### src/rtl/cm_rs_defs.sv
// Shared definitions for the cm_rs register-slice family: VR mode encodings
// and a constant-foldable ceiling-log2 helper.
package cm_rs_defs;

  typedef enum logic [1:0] {
    VR_BYP = 2'd0,
    VR_FWD = 2'd1,
    VR_BWD = 2'd2,
    VR_FUL = 2'd3
  } vr_mode_e;

  // Ceiling log2; clog2(1) == 0, clog2(5) == 3.
  function automatic int clog2(input int value);
    int result;
    int rem;
    result = 0;
    rem    = (value > 0) ? value - 1 : 0;
    while (rem > 0) begin
      result = result + 1;
      rem    = rem >> 1;
    end
    return result;
  endfunction

endpackage : cm_rs_defs

### src/rtl/cm_rs_vr_chain_if.sv
// Valid/ready/payload handshake bundle. The master drives vld/pld, the slave
// drives rdy.
interface cm_rs_vr_chain_if #(
  parameter int PLD_WIDTH = 8
);
  logic                 vld;
  logic                 rdy;
  logic [PLD_WIDTH-1:0] pld;

  modport master (output vld, output pld, input rdy);
  modport slave  (input vld, input pld, output rdy);
endinterface : cm_rs_vr_chain_if

### src/rtl/cm_rs_vr_chain_mem.sv
// Circular store of ENTRIES payload words behind the output register of
// cm_rs_vr_chain. Pointers wrap at ENTRIES-1, any ENTRIES >= 1.
module cm_rs_vr_chain_mem
  import cm_rs_defs::*;
#(
  parameter int PLD_WIDTH = 8,
  parameter int ENTRIES   = 1,
  parameter bit NO_RST    = 1'b1
) (
  input  logic                 clk,
  input  logic                 rst,
  input  logic                 i_clr,
  input  logic                 i_wr_en,
  input  logic [PLD_WIDTH-1:0] i_wr_data,
  input  logic                 i_rd_en,
  output logic [PLD_WIDTH-1:0] o_rd_data
);

  localparam int PTR_W = (ENTRIES > 1) ? clog2(ENTRIES) : 1;
  // A single-entry store still gets a 1-bit pointer, so give it two slots to
  // keep the array index width consistent; the second slot is never addressed.
  localparam int SLOTS = (ENTRIES > 1) ? ENTRIES : 2;
  localparam logic [PTR_W-1:0] LAST = PTR_W'(ENTRIES - 1);

  logic [PLD_WIDTH-1:0] r_mem [SLOTS];
  logic [PTR_W-1:0]     r_wr_ptr;
  logic [PTR_W-1:0]     r_rd_ptr;

  function automatic logic [PTR_W-1:0] ptr_inc(input logic [PTR_W-1:0] ptr);
    return (ptr == LAST) ? '0 : ptr + PTR_W'(1);
  endfunction

  always_ff @(posedge clk) begin
    if (rst || i_clr) begin
      r_wr_ptr <= '0;
      r_rd_ptr <= '0;
    end else begin
      if (i_wr_en) r_wr_ptr <= ptr_inc(r_wr_ptr);
      if (i_rd_en) r_rd_ptr <= ptr_inc(r_rd_ptr);
    end
  end

  // NOTE: storage is cleared only when NO_RST=0; otherwise it stays a plain
  // register array with no reset fan-out, and validity comes from the level.
  always_ff @(posedge clk) begin
    if (rst && !NO_RST) begin
      for (int i = 0; i < SLOTS; i++) r_mem[i] <= '0;
    end else if (i_wr_en) begin
      r_mem[r_wr_ptr] <= i_wr_data;
    end
  end

  assign o_rd_data = r_mem[r_rd_ptr];

endmodule : cm_rs_vr_chain_mem

### src/rtl/cm_rs_vr_chain.sv
// Elastic DEPTH-entry valid/ready buffer with fully registered outputs,
// occupancy and flush. Optional stall counter: CM_RS_VR_CHAIN_STALL_CNT_EN.
module cm_rs_vr_chain
  import cm_rs_defs::*;
#(
  parameter  int PLD_WIDTH = 8,
  parameter  int DEPTH     = 2,
  parameter  bit NO_RST    = 1'b1,
  localparam int LVL_W     = clog2(DEPTH + 1)
) (
  input  logic              clk,
  input  logic              rst,
  input  logic              flush,
  cm_rs_vr_chain_if.slave   src,
  cm_rs_vr_chain_if.master  dst,
  output logic [LVL_W-1:0]  lvl,
  output logic              full
`ifdef CM_RS_VR_CHAIN_STALL_CNT_EN
  ,
  output logic [15:0]       stall_cnt
`endif
);

  localparam logic [LVL_W-1:0] DEPTH_L = LVL_W'(DEPTH);
  localparam logic [LVL_W-1:0] ONE_L   = LVL_W'(1);

  logic [LVL_W-1:0]     r_lvl;
  logic                 r_dst_vld;
  logic                 r_src_rdy;
  logic [PLD_WIDTH-1:0] r_dst_pld;

  logic                 w_push;
  logic                 w_pop;
  logic [LVL_W-1:0]     w_lvl_next;
  logic                 w_load_src;
  logic                 w_mem_wr;
  logic                 w_mem_rd;
  logic [PLD_WIDTH-1:0] w_mem_data;

  // The output register always holds the oldest entry; the store holds the
  // rest. A word goes straight to the output register only when it would
  // otherwise be the oldest entry after this edge.
  // NOTE: every signal written here gets its default first, so no path can
  // leave one unassigned and infer a latch.
  always_comb begin
    w_push     = src.vld & r_src_rdy;
    w_pop      = r_dst_vld & dst.rdy;
    w_lvl_next = r_lvl;
    w_load_src = 1'b0;
    w_mem_wr   = 1'b0;
    w_mem_rd   = 1'b0;
    if (!flush) begin
      w_lvl_next = r_lvl + LVL_W'(w_push) - LVL_W'(w_pop);
      case ({w_push, w_pop})
        2'b10: begin
          w_load_src = (r_lvl == '0);
          w_mem_wr   = (r_lvl != '0);
        end
        2'b01: begin
          w_mem_rd   = (r_lvl > ONE_L);
        end
        2'b11: begin
          w_load_src = (r_lvl == ONE_L);
          w_mem_rd   = (r_lvl > ONE_L);
          w_mem_wr   = (r_lvl > ONE_L);
        end
        default: ;
      endcase
    end
  end

  // NOTE: sequential state uses non-blocking assignments only, so every flop
  // samples pre-edge values regardless of statement order.
  always_ff @(posedge clk) begin
    if (rst) begin
      r_lvl     <= '0;
      r_dst_vld <= 1'b0;
      r_src_rdy <= 1'b0;
    end else if (flush) begin
      r_lvl     <= '0;
      r_dst_vld <= 1'b0;
      r_src_rdy <= 1'b1;
    end else begin
      r_lvl     <= w_lvl_next;
      r_dst_vld <= (w_lvl_next != '0);
      r_src_rdy <= (w_lvl_next < DEPTH_L);
    end
  end

  always_ff @(posedge clk) begin
    if (rst && !NO_RST) begin
      r_dst_pld <= '0;
    end else if (w_load_src) begin
      r_dst_pld <= src.pld;
    end else if (w_mem_rd) begin
      r_dst_pld <= w_mem_data;
    end
  end

  cm_rs_vr_chain_mem #(
    .PLD_WIDTH (PLD_WIDTH),
    .ENTRIES   (DEPTH - 1),
    .NO_RST    (NO_RST)
  ) u_mem (
    .clk       (clk),
    .rst       (rst),
    .i_clr     (flush),
    .i_wr_en   (w_mem_wr),
    .i_wr_data (src.pld),
    .i_rd_en   (w_mem_rd),
    .o_rd_data (w_mem_data)
  );

`ifdef CM_RS_VR_CHAIN_STALL_CNT_EN
  logic [15:0] r_stall_cnt;

  always_ff @(posedge clk) begin
    if (rst || flush) begin
      r_stall_cnt <= '0;
    end else if (r_dst_vld && !dst.rdy && (r_stall_cnt != 16'hFFFF)) begin
      r_stall_cnt <= r_stall_cnt + 16'd1;
    end
  end

  assign stall_cnt = r_stall_cnt;
`endif

  assign src.rdy = r_src_rdy;
  assign dst.vld = r_dst_vld;
  assign dst.pld = r_dst_pld;
  assign lvl     = r_lvl;
  assign full    = (r_lvl == DEPTH_L);

endmodule : cm_rs_vr_chain

### src/flat_wrapper.sv
// flat-port wrapper written by rule: the top's interface ports become plain ports
module cm_rs_vr_chain_flat import cm_rs_defs::*;
#(
  parameter  int PLD_WIDTH = 8,
  parameter  int DEPTH     = 2,
  parameter  bit NO_RST    = 1'b1,
  localparam int LVL_W     = clog2(DEPTH + 1)
)
  (clk, rst, flush, lvl, full, src_vld, src_pld, src_rdy, dst_vld, dst_pld, dst_rdy);
  cm_rs_vr_chain_if #(.PLD_WIDTH(PLD_WIDTH)) src_i ();
  cm_rs_vr_chain_if #(.PLD_WIDTH(PLD_WIDTH)) dst_i ();
  input  logic clk;
  input  logic rst;
  input  logic flush;
  output logic [LVL_W-1:0] lvl;
  output logic full;
  input wire logic [$bits(src_i.vld)-1:0] src_vld;
  input wire logic [$bits(src_i.pld)-1:0] src_pld;
  output wire logic [$bits(src_i.rdy)-1:0] src_rdy;
  output wire logic [$bits(dst_i.vld)-1:0] dst_vld;
  output wire logic [$bits(dst_i.pld)-1:0] dst_pld;
  input wire logic [$bits(dst_i.rdy)-1:0] dst_rdy;
  assign src_i.vld = src_vld;
  assign src_i.pld = src_pld;
  assign src_rdy = src_i.rdy;
  assign dst_vld = dst_i.vld;
  assign dst_pld = dst_i.pld;
  assign dst_i.rdy = dst_rdy;
  cm_rs_vr_chain #(.PLD_WIDTH(PLD_WIDTH), .DEPTH(DEPTH), .NO_RST(NO_RST)) u_core (.clk(clk), .rst(rst), .flush(flush), .src(src_i), .dst(dst_i), .lvl(lvl), .full(full));
endmodule
### config.mk
export PLATFORM = sky130hd
export DESIGN_NAME = cm_rs_vr_chain_flat
export DESIGN_NICKNAME = d
export VERILOG_FILES = /design/src/rtl/cm_rs_defs.sv /design/src/rtl/cm_rs_vr_chain_if.sv /design/src/rtl/cm_rs_vr_chain_mem.sv /design/src/rtl/cm_rs_vr_chain.sv /design/src/flat_wrapper.sv
export SDC_FILE = /design/constraint.sdc
export NUM_CORES = 1
export LEC_CHECK = 0
export BUFFER_PORTS_ARGS = -buffer_cell sky130_fd_sc_hd__buf_2
export CORE_MARGIN = 2
export CORE_UTILIZATION = 50
export DETAILED_ROUTE_END_ITERATION = 12
export PLACE_DENSITY = 0.78
export SYNTH_ARGS = -nofsm -noshare
export SYNTH_HDL_FRONTEND = slang
export SYNTH_SLANG_ARGS = --single-unit
export TNS_END_PERCENT = 10
### constraint.sdc
create_clock -name clk -period 3 [get_ports clk]
set_input_delay 0.15 -clock clk [delete_from_list [all_inputs] [get_ports clk]]
set_output_delay 0.15 -clock clk [all_outputs]
set_load 0.01 [all_outputs]
# After elaboration in Yosys (flattened, before gate mapping)
# Memories as Yosys holds them, arrays and structs flattened. A register that Yosys moved wholly into a read port is not among the register bits.
# Index checks and enable logic that the tools add are counted.
[op_classes]
n_reduce_logical = 7
addsub = 4
shift = 0
mux = 16
n_mul = 0
bitwise = 2
n_eq_ne = 5
div_mod_pow = 0
order_cmp = 2
[ops]
columns = ["cell", "n"]
rows = [
  ["$mux W8", 2],
  ["$mux W1", 11],
  ["$eq A2 B2 Y1 const B", 3],
  ["$reduce_bool A2 Y1", 3],
  ["$eq A2 B1 Y1 const B", 2],
  ["$pmux W1 S2", 2],
  ["$reduce_or A2 Y1", 2],
  ["$add A1 B1 Y1 const B", 2],
  ["$add A2 B1 Y2", 1],
  ["$and A1 B1 Y1", 2],
  ["$gt A2 B1 Y1 const B", 1],
  ["$logic_not A2 Y1", 1],
  ["$lt A2 B2 Y1 const B", 1],
  ["$mux W2", 1],
  ["$sub A2 B1 Y2", 1],
  ["$logic_or A1 B1 Y1", 1],
]
[word_totals]
rom_bits = 0
latchBits = 0
ramBits = 16
mem_count = 1
ff_bits = 14
[mem_list]
columns = ["name", "depth", "width", "read_ports", "rd_clocked_by_memory_dff", "write_ports", "line", "text"]
rows = [
  ["u_core.u_mem.r_mem", 2, 8, 1, 1, 1, "cm_rs_vr_chain_mem.sv:25", "logic [PLD_WIDTH-1:0] r_mem [SLOTS];"],
]

# Longest topological paths before layout
[logic_depth]
ltp_word = 7
depth_mapped = 6
mapped_depth_nobuf = 6

# Hierarchy
# From an unflattened synthesis, not the netlist that was laid out.
[hier_totals]
hier_cells = 56
area_unflattened_um2 = 840.8
[modules_own_cells]
columns = ["module", "seq_area_each_um2", "area_per_inst_um2", "cells_each", "instances"]
rows = [
  ["cm_rs_vr_chain", 320.3, 600.6, 48, 1],
  ["cm_rs_vr_chain_mem", 240.2, 240.2, 8, 1],
]

# Worst setup path after synthesis
# OpenSTA, ideal clock, no wires.
[synth_timing]
path_kind = "register to register"
startpoint = "register u_core.r_src_rdy (netlist: u_core.src.rdy)"
endpoint = "memory u_core.u_mem.r_mem[0][0] (enable)"
setup_ns = 0.383
path_slack_ns = 1.388
arrival_time_ns = 1.228
required_time_ns = 2.617
path_stages_with_launch = 3
n_path_buf = 0
path_cell_list = "dfxtp_1 -> nand2_1 -> nor3_1"
[synth_via]
elab_chain_len = 6
[synth_lines]
columns = ["element", "line", "text"]
rows = [
  ["start: declaration", "cm_rs_vr_chain.sv:29", "logic r_src_rdy;"],
  ["start signal: assignment", "cm_rs_vr_chain.sv:86", "r_src_rdy <= (w_lvl_next < DEPTH_L);"],
  ["$and A1 B1 Y1 *", "cm_rs_vr_chain.sv:46", "w_push = src.vld & r_src_rdy;"],
  ["$eq A2 B2 Y1", "cm_rs_vr_chain.sv:54", "case ({w_push, w_pop})"],
  ["$pmux W1 S2 *", "cm_rs_vr_chain.sv:54", ""],
  ["$mux W1 *", "cm_rs_vr_chain.sv:52", "if (!flush) begin"],
  ["via u_core.u_mem.i_wr_en", "cm_rs_vr_chain_mem.sv:13", "input logic i_wr_en,"],
  ["$mux W1 *", "cm_rs_vr_chain_mem.sv:48", "end else if (i_wr_en) begin"],
  ["$mux W1 (not written as such) *", "cm_rs_vr_chain_mem.sv:49", "r_mem[r_wr_ptr] <= i_wr_data;"],
  ["end: declaration", "cm_rs_vr_chain_mem.sv:25", ""],
]
# Mark *: on every way through the listed nets, which the timed path passes. The rest lies on a longest branch.

# Worst setup path in the final report
[layout_timing]
startpoint = "register u_core.r_lvl[0] (netlist: u_core.lvl[0])"
endpoint = "register u_core.r_dst_pld[4] (netlist: u_core.dst.pld[4]) (enable)"
[layout_via]
elab_chain_len = 4
[layout_lines]
columns = ["element", "line", "text"]
rows = [
  ["start: declaration", "cm_rs_vr_chain.sv:27", "logic [LVL_W-1:0] r_lvl;"],
  ["start signal: assignment", "cm_rs_vr_chain.sv:84", "r_lvl <= w_lvl_next;"],
  ["$gt A2 B1 Y1, or another cell as far along", "cm_rs_vr_chain.sv:60, cm_rs_vr_chain.sv:64", ""],
  ["$mux W1 or $pmux W1 S2 (tied branches)", "n/a", ""],
  ["$mux W1", "cm_rs_vr_chain.sv:52", ""],
  ["$reduce_bool A2 Y1 (no line) *", "n/a", ""],
  ["end signal: assignment", "cm_rs_vr_chain.sv:94", "r_dst_pld <= src.pld;"],
  ["end signal: assignment", "cm_rs_vr_chain.sv:96", "r_dst_pld <= w_mem_data;"],
  ["end: declaration", "cm_rs_vr_chain.sv:30", "logic [PLD_WIDTH-1:0] r_dst_pld;"],
]
# Mark *: on every way between the ends. The rest lies on a longest branch, timed or not.
# A chain may end at the register's enable or synchronous reset.

==> impl_metrics.ini <==
[worst_setup_path]
crit_arrival_ns = 1.73
slowest_delay_ns = 0.66
cp_data_required_time_ns = 2.93
rr_endpoint = u_core.dst.pld[4]$_DFFE_PP_
r2r_slack_ns = 1.20
end_kind = flip-flop
crit_type = flip-flop to flip-flop
crit_fanout = 8
path_delay_family = compound AO/OA/AOI/OAI gates
reg2reg_from = u_core.lvl[0]$_SDFF_PP0_
rr_worst_depth = 3
cp_num_buf_inv = 0
critPathSlowestCell = a21oi_1
crit_chain = and3_4 -> o21bai_1 -> a21oi_1
cp-start-kind = flip-flop

[synth]
synth_edf_count = 16
syn_area_um2 = 837
synth_top_area_cell = edfxtp_1
synth_cells = 53
ys_ff_latch = 20
synth.distinct_cells = 19
ys.flop_type = edfxtp_1
postSynthAreaPerCell_um2 = 15.8
synth-warning-count = 0
synthTopCellsByArea = edfxtp_1 57%, mux2_2 11%, dfxtp_1 9.6%, o2111ai_4 3.1%, xnor2_1 3.1%
syn_nets = 67
yosysTopAreaCellShare_pct = 57.4
ys_async_sr_fraction_pct = 0
seq_area_frac_synth_pct = 67.0

[cells_and_area]
area_growth_pct = 21.4
fin_cells = 99
fin_nets = 98
drive_gt1_share_pct = 49.4
diodes = 0
utilization_pct = 65.9

[grt]
antenna_found_initial = 0
grtUsageTotal_pct = 17.0
grt_overflow = 0
grt_max_degree = 12
grt_pass1_vias = 516
grt_pass1_wl_mm = 2.35

[detailed_routing]
drtAntennaViolNets = 0
via_count = 540
wl_per_cell_um = 15.2
finalWirelength_mm = 1.51
route.detailed.drc = 0
via_per_inst = 5.45
first_pass_iters = 4
drtIter0Drc = 7

[min_path]
holdCritStartpoint = src_pld[2]
min_delay_worst_endpoint = u_core.u_mem.r_mem[0][2]$_DFFE_PP_
hold_depth = 1
hp-class = primary input to flip-flop

[clocking]
cts_setup_buffers = 0
path_clk_slew_ns = 0.11
clock_latency_ns = 0.29
clkSinkCount = 20
cts_buffer_depth = 2
cts_buffers = 3
cts_repair_resize_count = 0
htree_levels = 1
cts_root_buffer = clkbuf_4
postCtsHoldBufs = 0
cts_tree = done

[power_and_ir_drop]
internal-power_w = 0.000383
p_leak_nw = 0.393
peakVddDrop_uv = 342
powerDensity_mw_per_mm2 = 484
clock_power_share_pct = 26.2
sequentialPowerShare_pct = 63.4
comb_power_share_pct = 10.4
sw_frac_of_total_pct = 22.2
p_sw_w = 0.000109

[placement]
io_buffers = 25
detailed_place_hpwl_mm = 1.17
gp_congestion = 0.861
place_worst_setup_slack_ns = 1.18
dp.cells = 95

[floorplanning]
dieHeight_um = 44.9
start_util_pct = 54.3
core_area_mm2 = 0.00154
fp.dieArea_mm2 = 0.00202
ioPinCount = 26
fp-row-count = 14
fp.dieW_um = 44.9

[run]
drv_cap = 0

[timing]
fin_tns_setup_ns = 0
drv_slew = 0
finalSetupViolCount = 0
finalCritPeriodShare_pct = 60.0
rsz0062_at_grt = false
skew_ns = 0.00286
relSlewSlack_pct = 43.2
max_freq_mhz = 555
fin_crit_ns = 1.80
worst_slew_pin_slew_ns = 0.852
worst_slack_ns = 1.20
hold_violations = 0

[outcome]
status = complete, no violations
[cell usage in the layout, fill, tap and decap left out, drive strengths merged]
master | netlist | layout
buf | 0 | 26
edfxtp | 16 | 16
mux2 | 8 | 8
dfxtp | 4 | 4
clkbuf | 0 | 4
nand2 | 3 | 3
a21oi | 3 | 3
nor3 | 3 | 3
xnor2 | 3 | 3
inv | 2 | 2
and3 | 1 | 1
nor2 | 1 | 1
o2111ai | 1 | 1
a211oi | 1 | 1
o21bai | 1 | 1
and2b | 1 | 1
nand3b | 1 | 1
o21ba | 1 | 1
a311oi | 1 | 1
o21a | 1 | 1
ha | 1 | 1
[worst max path at each step]
stage,startpoint,end,slack [ns],cells after the start
floorplan,u_core.src.rdy$_SDFF_PP0_,u_core.u_mem.r_mem[0][0]$_DFFE_PP_,1.39,2
global placement,u_core.lvl[0]$_SDFF_PP0_,u_core.dst.pld[1]$_DFFE_PP_,1.28,3
detailed placement,u_core.lvl[0]$_SDFF_PP0_,u_core.dst.pld[6]$_DFFE_PP_,1.18,3
CTS,u_core.lvl[0]$_SDFF_PP0_,u_core.dst.pld[0]$_DFFE_PP_,1.15,3
global route,u_core.lvl[0]$_SDFF_PP0_,u_core.dst.pld[0]$_DFFE_PP_,1.12,3
finish,u_core.lvl[0]$_SDFF_PP0_,u_core.dst.pld[4]$_DFFE_PP_,1.20,3
[area by class of cell]
cell class / instances / area [µm²]
Timing Repair Buffer: 26 / 133
Tap cell: 16 / 20.0
Inverter: 2 / 7.51
Sequential cell: 20 / 561
Multi-Input combinational cell: 31 / 269
Fill cell: 116 / 526
Clock buffer: 4 / 26.3
[registers in the layout, summed over array words and instances, names as in the netlist]
register,flops
u_core.src.rdy,1
u_core.dst.vld,1
u_core.dst.pld,8
u_core.lvl,2
u_core.u_mem.r_mem,8
[stage by stage]
step / total power [W] / instance area [µm²] / hold WS (ns)
global route: 0.000512 / 1020 / 0.0311
finish: 0.000492 / 1020 / 0.0412
detailed placement: 0.000370 / 990 / 0.346
CTS: 0.000494 / 1020 / 0.0345
floorplan: 0.000346 / 837 / 0.227
global placement: 0.000368 / 990 / 0.342
[power by group through the flow]
| stage | Sequential, W | Combinational [W] | Clock (W) |
|---|---|---|---|
| floorplan | 0.000321 | 0.0000249 | 0 |
| global placement | 0.000318 | 0.0000501 | 0 |
| detailed placement | 0.000318 | 0.0000518 | 0 |
| CTS | 0.000312 | 0.0000518 | 0.000131 |
| global route | 0.000313 | 0.0000561 | 0.000143 |
| finish | 0.000312 | 0.0000512 | 0.000129 |
[per-layer routing]
metal | GRT usage, % | share of wire (%)
met1 | 22.6 | 45
met2 | 26.4 | 49
met3 | 2.40 | 4.9
met4 | 10.6 | 0.66
met5 | 0 | 0
[cells in the mapped netlist, types with 2 or more instances]
cell type	number
inv_1	2
nor3_1	3
nand2_1	3
xnor2_1	3
dfxtp_1	4
mux2_2	8
a21oi_1	3
edfxtp_1	16
[kinds of logic after synthesis]
kind of cell / synth area share (%)
flops: 67.0
simple gates: 6.88
compound gates: 9.87
mux: 10.8
xor+xnor: 3.14
buf+inv: 0.897
fa+ha+maj: 1.49
No activity file was read; power rests on OpenSTA's default activity.
